`src/rtl/id_operand_fwd_pkg.sv`:
```
// Shared constants, forwarding-port packing helpers and per-producer latencies
// for the decode-stage operand resolution block.
`ifndef ID_OPERAND_FWD_PKG_SV
`define ID_OPERAND_FWD_PKG_SV

// Slice source k out of a packed per-source bus of element width w.
`define FWD_SLICE(bus, k, w) bus[(k)*(w) +: (w)]

package id_operand_fwd_pkg;

  localparam logic [31:0] ZeroWord     = 32'h0000_0000;
  localparam logic [31:0] NOPRegAddr   = 32'h0000_0000;
  localparam logic        WriteEnable  = 1'b1;
  localparam logic        WriteDisable = 1'b0;

  // Cycles from issue until a long-latency result shows up on a forwarding port.
  localparam int LONG_LAT_LOAD = 3;
  localparam int LONG_LAT_MUL  = 3;
  localparam int LONG_LAT_DIV  = 3;

  typedef enum logic {
    SB_IDLE = 1'b0,
    SB_BUSY = 1'b1
  } sb_state_e;

endpackage

`endif

```
`src/rtl/id_operand_fwd_fwd_mux.sv`:
```
// Single-operand priority bypass selector: immediate, $0, youngest matching
// forwarding source, then register file.
module fwd_mux
  import id_operand_fwd_pkg::*;
#(
  parameter int DATA_W  = 32,
  parameter int ADDR_W  = 5,
  parameter int NUM_FWD = 2
) (
  input  logic                      read_i,
  input  logic [ADDR_W-1:0]         addr_i,
  input  logic [DATA_W-1:0]         rf_data_i,
  input  logic [DATA_W-1:0]         imm_i,
  input  logic [NUM_FWD-1:0]        fwd_wreg_i,
  input  logic [NUM_FWD*ADDR_W-1:0] fwd_wd_i,
  input  logic [NUM_FWD*DATA_W-1:0] fwd_wdata_i,
  output logic [DATA_W-1:0]         data_o
);

  logic [NUM_FWD-1:0] hit;
  logic [DATA_W-1:0]  src_data [NUM_FWD];

  genvar gi;
  generate
    for (gi = 0; gi < NUM_FWD; gi++) begin : g_src
      assign hit[gi]      = (fwd_wreg_i[gi] == WriteEnable) &&
                            (`FWD_SLICE(fwd_wd_i, gi, ADDR_W) == addr_i);
      assign src_data[gi] = `FWD_SLICE(fwd_wdata_i, gi, DATA_W);
    end
  endgenerate

  // Walk from oldest to youngest so the lowest matching index wins.
  always_comb begin
    data_o = rf_data_i;
    for (int k = NUM_FWD - 1; k >= 0; k--) begin
      if (hit[k]) data_o = src_data[k];
    end
    if (addr_i == ADDR_W'(NOPRegAddr)) data_o = DATA_W'(ZeroWord);
    if (!read_i)                       data_o = imm_i;
  end

endmodule

```
`src/rtl/id_operand_fwd.sv`:
```
// Decode-stage operand resolution with a single-entry long-latency scoreboard
// and the ID/EX pipeline register.
module id_operand_fwd
  import id_operand_fwd_pkg::*;
#(
  parameter int DATA_W   = 32,
  parameter int ADDR_W   = 5,
  parameter int NUM_FWD  = 2,
  parameter int LONG_LAT = LONG_LAT_LOAD
) (
  input  logic                      clk,
  input  logic                      rst,
  input  logic                      id_valid_i,
  input  logic                      reg1_read_i,
  input  logic                      reg2_read_i,
  input  logic [ADDR_W-1:0]         reg1_addr_i,
  input  logic [ADDR_W-1:0]         reg2_addr_i,
  input  logic [DATA_W-1:0]         reg1_data_i,
  input  logic [DATA_W-1:0]         reg2_data_i,
  input  logic [DATA_W-1:0]         imm_i,
  input  logic [ADDR_W-1:0]         wd_i,
  input  logic                      wreg_i,
  input  logic                      long_i,
  input  logic [NUM_FWD-1:0]        fwd_wreg_i,
  input  logic [NUM_FWD*ADDR_W-1:0] fwd_wd_i,
  input  logic [NUM_FWD*DATA_W-1:0] fwd_wdata_i,
  input  logic                      stall_i,
  input  logic                      flush_i,
  output logic                      stallreq_o,
  output logic                      ex_valid_o,
  output logic [DATA_W-1:0]         ex_reg1_o,
  output logic [DATA_W-1:0]         ex_reg2_o,
  output logic [ADDR_W-1:0]         ex_wd_o,
  output logic                      ex_wreg_o
);

  localparam int CNT_W = $clog2(LONG_LAT + 1);

  logic [DATA_W-1:0] reg1_res, reg2_res;

  fwd_mux #(.DATA_W(DATA_W), .ADDR_W(ADDR_W), .NUM_FWD(NUM_FWD)) u_fwd1 (
    .read_i      (reg1_read_i),
    .addr_i      (reg1_addr_i),
    .rf_data_i   (reg1_data_i),
    .imm_i       (imm_i),
    .fwd_wreg_i  (fwd_wreg_i),
    .fwd_wd_i    (fwd_wd_i),
    .fwd_wdata_i (fwd_wdata_i),
    .data_o      (reg1_res)
  );

  fwd_mux #(.DATA_W(DATA_W), .ADDR_W(ADDR_W), .NUM_FWD(NUM_FWD)) u_fwd2 (
    .read_i      (reg2_read_i),
    .addr_i      (reg2_addr_i),
    .rf_data_i   (reg2_data_i),
    .imm_i       (imm_i),
    .fwd_wreg_i  (fwd_wreg_i),
    .fwd_wd_i    (fwd_wd_i),
    .fwd_wdata_i (fwd_wdata_i),
    .data_o      (reg2_res)
  );

  // Scoreboard
  logic [CNT_W-1:0]  cnt_q, cnt_d;
  logic [ADDR_W-1:0] pend_addr_q, pend_addr_d;
  sb_state_e         sb_state;
  logic              dep1, dep2, issue, sb_load;

  assign sb_state = (cnt_q != '0) ? SB_BUSY : SB_IDLE;
  assign dep1 = reg1_read_i && (reg1_addr_i == pend_addr_q) &&
                (pend_addr_q != ADDR_W'(NOPRegAddr));
  assign dep2 = reg2_read_i && (reg2_addr_i == pend_addr_q) &&
                (pend_addr_q != ADDR_W'(NOPRegAddr));

  // Only one long producer may be in flight, so a second long op also waits.
  assign stallreq_o = rst && id_valid_i && (sb_state == SB_BUSY) &&
                      (dep1 || dep2 || long_i);

  assign issue   = id_valid_i && !stallreq_o && !stall_i;
  assign sb_load = issue && long_i && (wreg_i == WriteEnable) &&
                   (wd_i != ADDR_W'(NOPRegAddr));

  always_comb begin
    cnt_d       = cnt_q;
    pend_addr_d = pend_addr_q;
    if (sb_load) begin
      cnt_d       = CNT_W'(LONG_LAT);
      pend_addr_d = wd_i;
    end else if (sb_state == SB_BUSY && !stall_i) begin
      cnt_d = cnt_q - 1'b1;
    end
  end

  always_ff @(posedge clk) begin
    if (!rst) begin
      cnt_q       <= '0;
      pend_addr_q <= '0;
    end else begin
      cnt_q       <= cnt_d;
      pend_addr_q <= pend_addr_d;
    end
  end

  // ID/EX register
  logic              ex_valid_q, ex_valid_d;
  logic              ex_wreg_q, ex_wreg_d;
  logic [ADDR_W-1:0] ex_wd_q, ex_wd_d;
  logic [DATA_W-1:0] ex_reg1_q, ex_reg1_d;
  logic [DATA_W-1:0] ex_reg2_q, ex_reg2_d;

  always_comb begin
    ex_valid_d = 1'b0;
    ex_wreg_d  = WriteDisable;
    ex_wd_d    = ADDR_W'(NOPRegAddr);
    ex_reg1_d  = DATA_W'(ZeroWord);
    ex_reg2_d  = DATA_W'(ZeroWord);
    if (flush_i) begin
      ex_valid_d = 1'b0;
    end else if (stall_i) begin
      ex_valid_d = ex_valid_q;
      ex_wreg_d  = ex_wreg_q;
      ex_wd_d    = ex_wd_q;
      ex_reg1_d  = ex_reg1_q;
      ex_reg2_d  = ex_reg2_q;
    end else if (issue) begin
      ex_valid_d = 1'b1;
      ex_wreg_d  = wreg_i;
      ex_wd_d    = wd_i;
      ex_reg1_d  = reg1_res;
      ex_reg2_d  = reg2_res;
    end
  end

  always_ff @(posedge clk) begin
    if (!rst) begin
      ex_valid_q <= 1'b0;
      ex_wreg_q  <= WriteDisable;
      ex_wd_q    <= '0;
      ex_reg1_q  <= '0;
      ex_reg2_q  <= '0;
    end else begin
      ex_valid_q <= ex_valid_d;
      ex_wreg_q  <= ex_wreg_d;
      ex_wd_q    <= ex_wd_d;
      ex_reg1_q  <= ex_reg1_d;
      ex_reg2_q  <= ex_reg2_d;
    end
  end

  assign ex_valid_o = ex_valid_q;
  assign ex_wreg_o  = ex_wreg_q;
  assign ex_wd_o    = ex_wd_q;
  assign ex_reg1_o  = ex_reg1_q;
  assign ex_reg2_o  = ex_reg2_q;

endmodule

```
`config.mk`:
```
export PLATFORM = sky130hd
export DESIGN_NAME = id_operand_fwd
export DESIGN_NICKNAME = d
export VERILOG_FILES = /design/src/rtl/id_operand_fwd_pkg.sv /design/src/rtl/id_operand_fwd_fwd_mux.sv /design/src/rtl/id_operand_fwd.sv
export SDC_FILE = /design/constraint.sdc
export NUM_CORES = 1
export LEC_CHECK = 0
export BUFFER_PORTS_ARGS = -buffer_cell sky130_fd_sc_hd__buf_2
export CAP_MARGIN = 20
export CORE_MARGIN = 2
export CORE_UTILIZATION = 47
export CTS_BUF_LIST = sky130_fd_sc_hd__clkbuf_4
export CTS_CLUSTER_SIZE = 24
export DETAILED_ROUTE_END_ITERATION = 6
export GPL_TIMING_DRIVEN = 0
export PLACE_DENSITY = 0.83
export SYNTH_ARGS = -nofsm -noshare
export SYNTH_HDL_FRONTEND = slang
export SYNTH_SLANG_ARGS = --single-unit
export TNS_END_PERCENT = 50
```
`constraint.sdc`:
```
create_clock -name clk -period 2.3 [get_ports clk]
set_input_delay 0.46 -clock clk [delete_from_list [all_inputs] [get_ports clk]]
set_output_delay 0.46 -clock clk [all_outputs]
set_load 0.03 [all_outputs]
```
; Word level (Yosys, flattened, before mapping)
; Cells that the tools add are included.
[totals]
regBits = 78
in_bits = 196
output_inout_bits = 72
word_cells = 59
[classes]
add_sub_neg = 1
eq_ne = 6
n_mux = 16
bitwise = 1
n_reduce_logical = 28
[ops]
columns = op, count
row1 = two-way mux 32 bit, 10
row2 = equality test 5 bit, 6
row3 = logical AND 1 bit, 17
row4 = zero test 5 bit, 2
row5 = nonzero test 5 bit, 2
row6 = two-way mux 5 bit, 1
row7 = two-way mux 2 bit, 2
row8 = nonzero test 2 bit, 2
row9 = two-way mux 1 bit, 3
row10 = zero test 1 bit, 2
row11 = logical OR 1 bit, 2
row12 = OR reduction 2 bit, 1
row13 = subtractor 2 x 1 -> 2 bit (second input constant), 1
row14 = inverter 1 bit, 1

; Longest topological paths before layout
[depth]
word_depth = 13
mapped_depth = 9
ltp_nobuf = 6

; Cells and area by module
; Synthesis repeated with hierarchy kept, for this count alone.
[unflattened]
cells_unflattened = 704
area_unflattened_um2 = 6284.8
[modules_own_cells]
columns = mod, instances, cells_each, area_per_inst_um2, seq_area_each_um2
row1 = id_operand_fwd, 1, 386, 4075.2, 1561.5
row2 = fwd_mux, 2, 159, 1104.8, 0.0

; Worst setup path before layout
; OpenSTA, ideal clock, no wires.
[synth_timing]
path_kind = input port to output port
start = input port reg1_addr_i[3]
end = output port stallreq_o
arrival_time_ns = 1.824
required_time_ns = 1.840
setup_slack_ns = 0.016
stages = 6
path_buffers = 1
cell_sequence = clkbuf_1 -> xnor2_1 -> nand4_1 -> nor4_1 -> o31ai_4 -> nor2_1
[synth_between]
elab_chain_cells = 6
[synth_rtl]
columns = item, line
row1 = start: declaration, id_operand_fwd.sv:16  ; input logic [ADDR_W-1:0] reg1_addr_i,
row2 = equality test 5 bit, id_operand_fwd.sv:70  ; assign dep1 = reg1_read_i && (reg1_addr_i == pend_addr_q) &&
row3 = logical AND 1 bit (2 in a row), id_operand_fwd.sv:70
row4 = logical OR 1 bit (2 in a row), id_operand_fwd.sv:77  ; (dep1 || dep2 || long_i);
row5 = logical AND 1 bit, id_operand_fwd.sv:76  ; assign stallreq_o = rst && id_valid_i && (sb_state == SB_BUSY) &&
row6 = end: declaration, id_operand_fwd.sv:29  ; output logic stallreq_o,
; No other way between the ends.

; Worst setup path after layout
[layout_timing]
start = register pend_addr_q[1]
end = output port stallreq_o
[layout_between]
elab_chain_cells = 6
word_cells_on_any_way = 10
classes_between = eq/ne (2) / reduce/logical (8)
[layout_rtl]
columns = item, line
row1 = start: declaration, id_operand_fwd.sv:65  ; logic [ADDR_W-1:0] pend_addr_q, pend_addr_d;
row2 = start signal: assignment, id_operand_fwd.sv:100  ; pend_addr_q <= pend_addr_d;
row3 = equality test 5 bit (on tied branches), "id_operand_fwd.sv:70, id_operand_fwd.sv:72"
row4 = logical AND 1 bit (on tied branches) (2 in a row), "id_operand_fwd.sv:70, id_operand_fwd.sv:72"
row5 = logical OR 1 bit (*) (2 in a row), id_operand_fwd.sv:77
row6 = logical AND 1 bit (*), id_operand_fwd.sv:76
; Every way passes the cells marked *; elsewhere a longest branch is shown, timed or not.

==> results.yml <==
cts:
  cts-buffers-inserted: 9
  cts.root.buffer_cell: "clkbuf_4"
  numClockSinks: 78
  clock_path_buffers: 2
  cts_tree: "yes"
  cts-htree-levels: 3
  worst_skew_pair.late_latency_ps: 430
  worst_setup_hold_path_clk_slew_ps: 140
floorplanning:
  floorplan.initialDensity_pct: 47.6
  placement_rows: 38
  die_height_um: 108
  core_region_area_um2: 10700
  total_die_area_um2: 11700
  die_w_um: 108
  i_o_pins: 268
placed_design:
  pre_cts_ws_ps: -315
  port_buffers: 265
  gp_congestion: 0.948
  placed_area_um2: 6610
  hpwlAfterDp_um: 17800
synth:
  synth-edff-count: 0
  synthesized_area_per_cell_um2: 7.54
  synth_largest_type_area_fraction_pct: 30.5
  simple_gate_share_of_the_synthesized_area_pct: 18.3
  synth_compound_gate_area_share_pct: 36.3
  synth.net_count: 875
  synth_async_sr_flop_share_pct: 0
  post-synth-top-area-cell: "dfxtp_1"
  synth.ff_latch_count: 78
  yosysUniqueCellTypes: 37
  synth_adder_area_share_pct: 0.245
  synth_area_um2: 5110
  post_synthesis_sequential_area_ratio_pct: 30.5
  synth.area.mux_share_pct: 0.979
  synth-warning-count: 0
  synth_xor_xnor_area_share_pct: 5.48
  yosysMostFrequentCell: "nand2_1"
  netlist_instances: 678
  synth_top_cells_by_count: "nand2_1 (79), dfxtp_1 (78), o21ai_0 (73)"
  main_combinational_cell_family_by_area_after_synthesis: "compound AO/OA/AOI/OAI gates"
  yosys-top-cells-area: "dfxtp_1 (31%), a32oi_1 (10%), o21ai_0 (7.1%)"
  synth_ff_type: "dfxtp_1"
power:
  power.ir.vdd_worst_mv: 0.305
  totalPowerFinal_w: 0.00327
  powerDensity_nw_per_um2: 479
  leakagePower_nw: 2.75
route:
  drt-wirelength-per-cell_um: 21.3
  count_of_routing_violations_after_the_opening_detailed_route_iteration: 782
  viasPerCell: 6.30
  drtPass1Iterations: 6
  drtAntennaViolNets: 0
  remaining_drc_errors: 0
  drt_wl_total_um: 23400
  num_vias: 6948
global_routing:
  grt_pass1_vias: 6523
  groute.usage.overall_pct: 38.7
  wire_length_of_the_first_global_routing_pass_um: 34800
  largest_net_degree_at_the_start_of_global_routing: 13
  gr-total-overflow: 0
  grt_antenna_before_repair: 1
finish:
  final_design_area_no_fill_um2: 6830
  number_of_nets_in_the_final_layout: 1154
  synthToLayoutAreaGrowth_pct: 33.5
  layout-drive-gt1-share_pct: 31.6
timing:
  finalHoldViolCount: 0
  worst_pin_slew_ps: 1020
  setup-violations-final: 2
  report.final.slew_viol_count: 0
  rsz0062_at_grt: "true"
  slew-limit-headroom_pct: 31.6
  period_needed_ps: 2450
  fmaxAchievable_ghz: 0.408
  min_period_over_period_pct: 106
  totalNegativeSetupSlack_ps: -150
  setup_slack_ps: -149
  worst_clock_skew_ps: 11.4
outcome:
  outcome: "complete, but fails checks"
  violations: "setup timing"
critical_path:
  origin_of_the_worst_setup_path: "pend_addr_q[1]"
  critical_path.reg2reg.startpoint: "pend_addr_q[1]"
  crit_path_end_kind: "output pin"
  critPathMaxFanout: 2
  timing_worst_setup_path_type: "reg2out"
  cp-start-kind: "flip-flop"
  worst_ep_required_time_ps: 1840
  arrival_ps: 1990
worst_hold_path:
  hold_path.class: "in2reg"
  min-delay-start: "imm_i[7]"
flow_run:
  max-cap-violations: 0
==> kinds of logic (layout without fill, tap and decap cells) <==
family	count (synthesis)	after routing
mux	5	5
simple gates	184	184
fa+ha+maj	1	1
compound gates	280	280
other cells	0	2
buf+inv	98	380
flops	78	78
xor+xnor	32	32
==> power breakdown <==
| group | total (W) | switching [W] | leakage (nW) | internal [W] |
|---|---|---|---|---|
| combinational | 0.000936 | 0.000592 | 2.04 | 0.000344 |
| clock | 0.000928 | 0.000504 | 0.0753 | 0.000424 |
| sequential | 0.00141 | 0.0000202 | 0.633 | 0.00139 |
| total | 0.00327 | 0.00112 | 2.75 | 0.00216 |
==> area by class of cell <==
cell class | instances | area (um^2)
Multi-Input combinational cell | 502 | 3170
Inverter | 28 | 105
Antenna cell | 2 | 5.00
Clock buffer | 9 | 67.6
Fill cell | 1058 | 3920
Tap cell | 140 | 175
Timing Repair Buffer | 268 | 1350
Clock inverter | 5 | 76.3
Buffer | 70 | 312
Sequential cell | 78 | 1570
==> registers in the layout, summed over array words and instances (netlist names) <==
| signal | cells |
|---|---|
| pend_addr_q | 5 |
| cnt_q | 2 |
| ex_reg1_o | 32 |
| ex_wreg_o | 1 |
| ex_reg2_o | 32 |
| ex_valid_o | 1 |
| ex_wd_o | 5 |
==> metrics by stage <==
step                instances  hold slack (ps)  utilization (%)
floorplan                 678              538                -
global placement         1083              434             61.6
detailed placement       1083              438             61.6
CTS                      1100              272             63.4
global route             1100              278             63.5
finish                   1102              290             63.5
==> placed cells by master (no fill, tap or decap), types with 6 or more instances in the layout <==
cell        n
clkbuf_4    9
a31oi_1    11
a21oi_1    14
inv_1      26
xnor2_1    28
o311ai_0   31
nand4_1    17
o21ai_1    56
nor2_1     13
nand2_1    79
o211ai_1   22
a32oi_1    59
dfxtp_1    74
o31ai_1    11
or3_1      53
buf_2     264
buf_6       6
clkbuf_1   60
o21ai_0    73
nor2b_1     6
==> layer usage <==
metal  wire length [um]  global-route usage, %
met5                  0                      0
met1               8910                   49.2
met2              10700                   61.6
met3               2730                   8.32
met4               1130                   20.3
==> critical path, stage by stage (launching register included) <==
cell and delay (ps):
dfxtp_2 340, or4_4 540, nor2_4 140, nor4_4 70, o31ai_4 230, nor2_1 60
buf_4 160
==> worst paths after layout <==
kind / depth (start not counted) / slack (ps) / end
max reg2reg: 9 / 130 / ex_reg1_o[26]
max: 6 / -150 / stallreq_o
min reg2reg: 2 / 450 / ex_reg1_o[24]
min: 3 / 290 / ex_reg2_o[7]
==> repair_timing <==
action,4_1_cts,5_1_grt
pin swaps,4,3
endpoints found under the hold margin,0,0
setup buffers,3,0
endpoints found under the setup margin,1,6
hold buffers,0,0
resized for setup,9,5
No activity file was read; power rests on OpenSTA's default activity.
